===== src/rtl/ntt_pkg.sv =====
// ntt_pkg: shared NTT sizes, coefficient/frame types and bit-reversal helper
package ntt_pkg;
    localparam int NTT_N = 8;
    localparam int COEF_W = 8;
    localparam int IDX_W = $clog2(NTT_N);
    typedef logic [COEF_W-1:0] coef_t;
    typedef coef_t [NTT_N-1:0] frame_t;
    typedef enum logic {EMPTY, FULL} bank_st_t;
    function automatic logic [IDX_W-1:0] bitrev3(input logic [IDX_W-1:0] i);
        return {i[0], i[1], i[2]};
    endfunction
endpackage


===== src/rtl/ntt_input_loader_if.sv =====
// ntt_input_loader_if: coefficient stream in, parallel frame out
interface ntt_input_loader_if;
    import ntt_pkg::*;
    logic flush;
    coef_t mod;
    coef_t in_data;
    logic in_valid;
    logic in_ready;
    frame_t frame_data;
    coef_t frame_mod;
    logic frame_valid;
    logic frame_ready;
    logic range_err;
    modport master (
        output flush, mod, in_data, in_valid, frame_ready,
        input in_ready, frame_data, frame_mod, frame_valid, range_err
    );
    modport slave (
        input flush, mod, in_data, in_valid, frame_ready,
        output in_ready, frame_data, frame_mod, frame_valid, range_err
    );
endinterface


===== src/rtl/ntt_mod_reduce1.sv =====
// ntt_mod_reduce1: single conditional subtraction with out-of-range flag
module ntt_mod_reduce1
    import ntt_pkg::*;
(
    input  coef_t x,
    input  coef_t m,
    output coef_t y,
    output logic  ovf
);
    logic [COEF_W:0] x_w, m_w, diff;
    assign x_w = {1'b0, x};
    assign m_w = {1'b0, m};
    assign diff = x_w - m_w;
    assign y = x_w >= m_w ? diff[COEF_W-1:0] : x;
    assign ovf = x_w >= {m, 1'b0};
endmodule


===== src/rtl/ntt_input_loader.sv =====
// ntt_input_loader: ping-pong loader writing reduced coefficients in bit-reversed order
module ntt_input_loader
    import ntt_pkg::*;
(
    input logic clk,
    input logic rst,
    ntt_input_loader_if.slave bus
);
    bank_st_t bank_q [2];
    bank_st_t bank_d [2];
    logic wr_ptr_q, wr_ptr_d, rd_ptr_q, rd_ptr_d;
    logic [IDX_W-1:0] cnt_q, cnt_d;
    logic err_q, err_d;
    frame_t data_q [2];
    coef_t mod_q [2];
    coef_t m, red;
    logic ovf, acc, drain, first, last;
    // the frame's modulus is taken live on its first word and latched for the rest
    assign first = cnt_q == '0;
    assign last = cnt_q == IDX_W'(NTT_N - 1);
    assign m = first ? bus.mod : mod_q[wr_ptr_q];
    assign bus.in_ready = bank_q[wr_ptr_q] == EMPTY;
    assign bus.frame_valid = bank_q[rd_ptr_q] == FULL;
    assign bus.frame_data = data_q[rd_ptr_q];
    assign bus.frame_mod = mod_q[rd_ptr_q];
    assign bus.range_err = err_q;
    assign acc = bus.in_valid & bus.in_ready & ~bus.flush;
    assign drain = bus.frame_valid & bus.frame_ready;
    ntt_mod_reduce1 u_red (.x(bus.in_data), .m(m), .y(red), .ovf(ovf));
    always_comb begin
        bank_d = bank_q;
        wr_ptr_d = wr_ptr_q ^ (acc & last);
        rd_ptr_d = rd_ptr_q ^ drain;
        cnt_d = (bus.flush || (acc && last)) ? '0 : cnt_q + IDX_W'(acc);
        err_d = err_q | (acc & (ovf | (first & (bus.mod < COEF_W'(2)))));
        if (acc && last) bank_d[wr_ptr_q] = FULL;
        if (drain) bank_d[rd_ptr_q] = EMPTY;
    end
    always_ff @(posedge clk) begin
        if (rst) begin
            bank_q <= '{EMPTY, EMPTY};
            wr_ptr_q <= 1'b0;
            rd_ptr_q <= 1'b0;
            cnt_q <= '0;
            err_q <= 1'b0;
            data_q <= '{default: '0};
            mod_q <= '{default: '0};
        end else begin
            bank_q <= bank_d;
            wr_ptr_q <= wr_ptr_d;
            rd_ptr_q <= rd_ptr_d;
            cnt_q <= cnt_d;
            err_q <= err_d;
            if (acc) begin
                data_q[wr_ptr_q][bitrev3(cnt_q)] <= red;
                if (first) mod_q[wr_ptr_q] <= bus.mod;
            end
        end
    end
endmodule

===== src/flat_wrapper.sv =====
// flat-port wrapper written by rule: the top's interface ports become plain ports
module ntt_input_loader_flat import ntt_pkg::*;
  (clk, rst, bus_flush, bus_mod, bus_in_data, bus_in_valid, bus_frame_ready, bus_in_ready, bus_frame_data, bus_frame_mod, bus_frame_valid, bus_range_err);
  ntt_input_loader_if bus_i ();
  input logic clk;
  input logic rst;
  input wire logic [$bits(bus_i.flush)-1:0] bus_flush;
  input wire logic [$bits(bus_i.mod)-1:0] bus_mod;
  input wire logic [$bits(bus_i.in_data)-1:0] bus_in_data;
  input wire logic [$bits(bus_i.in_valid)-1:0] bus_in_valid;
  input wire logic [$bits(bus_i.frame_ready)-1:0] bus_frame_ready;
  output wire logic [$bits(bus_i.in_ready)-1:0] bus_in_ready;
  output wire logic [$bits(bus_i.frame_data)-1:0] bus_frame_data;
  output wire logic [$bits(bus_i.frame_mod)-1:0] bus_frame_mod;
  output wire logic [$bits(bus_i.frame_valid)-1:0] bus_frame_valid;
  output wire logic [$bits(bus_i.range_err)-1:0] bus_range_err;
  assign bus_i.flush = bus_flush;
  assign bus_i.mod = bus_mod;
  assign bus_i.in_data = bus_in_data;
  assign bus_i.in_valid = bus_in_valid;
  assign bus_i.frame_ready = bus_frame_ready;
  assign bus_in_ready = bus_i.in_ready;
  assign bus_frame_data = bus_i.frame_data;
  assign bus_frame_mod = bus_i.frame_mod;
  assign bus_frame_valid = bus_i.frame_valid;
  assign bus_range_err = bus_i.range_err;
  ntt_input_loader u_core (.clk(clk), .rst(rst), .bus(bus_i));
endmodule

===== config.mk =====
export PLATFORM = sky130hd
export DESIGN_NAME = ntt_input_loader_flat
export DESIGN_NICKNAME = d
export VERILOG_FILES = /design/src/rtl/ntt_pkg.sv /design/src/rtl/ntt_input_loader_if.sv /design/src/rtl/ntt_mod_reduce1.sv /design/src/rtl/ntt_input_loader.sv /design/src/flat_wrapper.sv
export SDC_FILE = /design/constraint.sdc
export NUM_CORES = 1
export LEC_CHECK = 0
export BUFFER_PORTS_ARGS = -buffer_cell sky130_fd_sc_hd__buf_2
export CORE_MARGIN = 2
export CORE_UTILIZATION = 40
export CTS_CLUSTER_SIZE = 12
export DETAILED_ROUTE_END_ITERATION = 8
export GPL_TIMING_DRIVEN = 0
export SLEW_MARGIN = 20
export SYNTH_ARGS = -nofsm -noshare
export SYNTH_HDL_FRONTEND = slang
export SYNTH_SLANG_ARGS = --single-unit

===== constraint.sdc =====
create_clock -name clk -period 3.5 [get_ports clk]
set_input_delay 0.175 -clock clk [delete_from_list [all_inputs] [get_ports clk]]
set_output_delay 0.175 -clock clk [all_outputs]
set_load 0.02 [all_outputs]

==> qor.yml <==
clk_transition_reported_paths_ps: 60
async_reset_ff_frac: 0
synth_edf_count: 0
areaGrowthSynthToFinish_pct: 21.1
slowest_delay_ps: 320
synthesis.nets: 816
grt_max_degree: 17
post-route-period-util: 0.965
ys.flop_type: "dfxtp_1"
dp_slack_ps: -1150
postRouteAntennaNets: 0
skew_ps: 11.2
grt_pass1_wl_um: 34300
htreeDepth: 4
die_x_um: 140
place_congestion: 0.864
yosysUniqueCellTypes: 57
root_buffer: "clkbuf_16"
final_layout_size_suffix_gt1_frac: 0.342
peakVddDrop_v: 0.000465
cts_tree: "done"
initial_core_util: 0.410
drt_iter0_drc: 414
crit_type: "reg2reg"
core_area_um2: 18000
clock_latency_ps: 430
die_y_um: 140
cts_sinks: 152
placed_area_um2: 8140
cp_common_cell: "buf_4"
worst_hold_path_type: "in2reg"
boundaryPins: 96
clock_path_buffers: 2
fillerInstances: 1742
place_hpwl_um: 14800
numCtsBuffers: 17
drv_slew: 0
maxCapViolCount: 0
status: "complete, no violations"
avgSynthCellArea_um2: 9.49
grt_usage: 0.226
final_common_cell: "dfxtp_1"
antenna_found_initial: 0
synth_seq_area_share: 0.412
finalInstanceArea_um2: 8950
crit_fanout: 9
synth_cells: 779
vias: 6273
slew_headroom: 0.324
rsz0062_at_grt: "no"
setup_ws_ps: 123
p_leak_nw: 3.31
std_cell_rows: 49
drc: 0
required_ps: 3770
dieArea_um2: 19600
crit_arrival_ps: 3650
port_buffers: 93
syn_area_um2: 7390
cp.buffers_inverters: 4
worstSetupEndpointType: "register"
grt_pass1_vias: 5933
final_util: 0.497
final_cell_mix: "dfxtp_1, nor2_1, buf_2"
totalWireLength_um: 21800
setup_viol: 0
finalHoldViolCount: 0
synth_seq_cells: 152
ys_warn_count: 0
nets: 938
critical-path-top-delay-family: "simple AND/OR/NAND/NOR gates"
period_minus_slack_ps: 3380
start_kind: "register"
hold_ws_ps: 11.4
path_cells: "buf_2 -> nor3_4 -> buf_4 -> nor2_1 -> a21oi_2 -> ha_2 -> and4_1 -> and2_2 -> nand3_2 -> a31oi_4 -> buf_4 -> mux2i_4 -> buf_4 -> a211oi_1"
tightest_slew_ps: 1010
routedWlPerCell_um: 19.1
firstDrtPassIters: 5
power_density_nw_per_um2: 467
max_freq_ghz: 0.296
routed_via_density: 5.50
n_antenna_cell: 0
grt_overflow: 0
critPathSlowestCell: "mux2i_4"
==> sequential cells by signal, summed over array words and instances (netlist names) <==
register / flops
u_core.bank_q: 2
u_core.bus.range_err: 1
u_core.cnt_q: 3
u_core.data_q: 128
u_core.mod_q: 16
u_core.rd_ptr_q: 1
u_core.wr_ptr_q: 1
==> kinds of logic (layout without fill, tap and decap cells) <==
logic type      after synthesis  count (layout)  share of synthesized area
flops                       152             152                      0.412
xor+xnor                      4               4                    0.00474
mux                          88              88                      0.134
fa+ha+maj                    16              16                     0.0271
compound gates              202             202                      0.230
buf+inv                      73             206                     0.0416
simple gates                244             244                      0.151
==> per-stage QoR <==
step	TNS, ps	instances	total power [mW]
after floorplan	0	779	2.15
after global placement	-99710	1101	2.35
after detailed placement	-97780	1101	2.35
after CTS	0	1141	4.17
after global routing	0	1141	4.31
final	0	1141	4.18
==> worst paths after layout <==
check	from	slack [ps]	end	cells past startpoint
worst max-delay path	u_core.cnt_q[0]	120	u_core.data_q[91]	14
worst min-delay path	bus_mod[0]	10	u_core.mod_q[8]	3
worst max register to register	u_core.cnt_q[0]	120	u_core.data_q[91]	14
worst min register to register	u_core.data_q[58]	440	u_core.data_q[58]	2
==> cell usage after synthesis, types with 2 or more instances <==
cell / number / area share
inv_1: 8 / 0.0041
or3b_2: 12 / 0.014
mux2i_1: 8 / 0.011
o2111ai_1: 3 / 0.0036
nor3_1: 6 / 0.0041
mux2_2: 76 / 0.12
o41ai_1: 11 / 0.013
o21ai_1: 7 / 0.0047
o22ai_1: 3 / 0.0025
a2111oi_4: 2 / 0.0074
xnor2_1: 3 / 0.0036
a211oi_1: 61 / 0.062
o211ai_1: 3 / 0.0030
or3_1: 2 / 0.0017
nand3b_1: 2 / 0.0020
a21o_1: 2 / 0.0020
a21oi_1: 34 / 0.023
nand2b_1: 13 / 0.011
nand3_1: 5 / 0.0034
clkbuf_1: 46 / 0.023
nor2_1: 127 / 0.064
a211o_1: 3 / 0.0036
o31ai_1: 2 / 0.0020
and4_1: 2 / 0.0024
mux2i_2: 4 / 0.0074
buf_4: 5 / 0.0051
and3_1: 3 / 0.0025
buf_1: 7 / 0.0036
nand2_1: 54 / 0.027
buf_2: 6 / 0.0041
dfxtp_1: 152 / 0.41
o21ai_0: 14 / 0.0095
a31oi_1: 2 / 0.0017
and2_1: 5 / 0.0042
nor4_1: 4 / 0.0034
a211oi_2: 46 / 0.078
ha_1: 16 / 0.027
==> routing by layer <==
layer,up-vias,part of all wire,routed length (um),global-route usage
met2,182,0.45,9930,0.351
met4,0,0.020,440,0.0674
met3,31,0.051,1100,0.0462
met5,-,0,0,0
met1,2981,0.47,10400,0.319
li1,3079,-,-,-
==> worst reg2reg max path, delay by kind of cell, from the launching register on <==
kind | cells | cell delay (ps)
simple gates | 5 | 930
buf+inv | 4 | 860
compound gates | 3 | 540
mux | 1 | 330
flops | 1 | 310
fa+ha+maj | 1 | 270
==> power breakdown <==
group | internal (mW) | switching [mW]
logic | 0.221 | 0.443
registers | 1.74 | 0.00766
clock network | 1.03 | 0.735
total | 3.00 | 1.19
==> what timing repair did <==
action / 4_1_cts / 5_1_grt
setup buffers: 10 / 1
hold buffers: 1 / 0
pin swaps: 4 / 5
endpoints found under the hold margin: 1 / 0
resized for setup: 21 / 21
setup endpoints to repair: 128 / 111
==> area by class of cell <==
class                   count  area, um2  area share
clock inverters            10       93.8      0.0105
inverters                   8       30.0     0.00335
repair buffers            105        562      0.0627
flip-flops and latches    152       3050       0.340
plain buffers              63        303      0.0338
well taps                 229        287      0.0320
clock buffers              20        467      0.0521
multi-input cells         554       4170       0.465
Power figures use the tool's default switching activity.
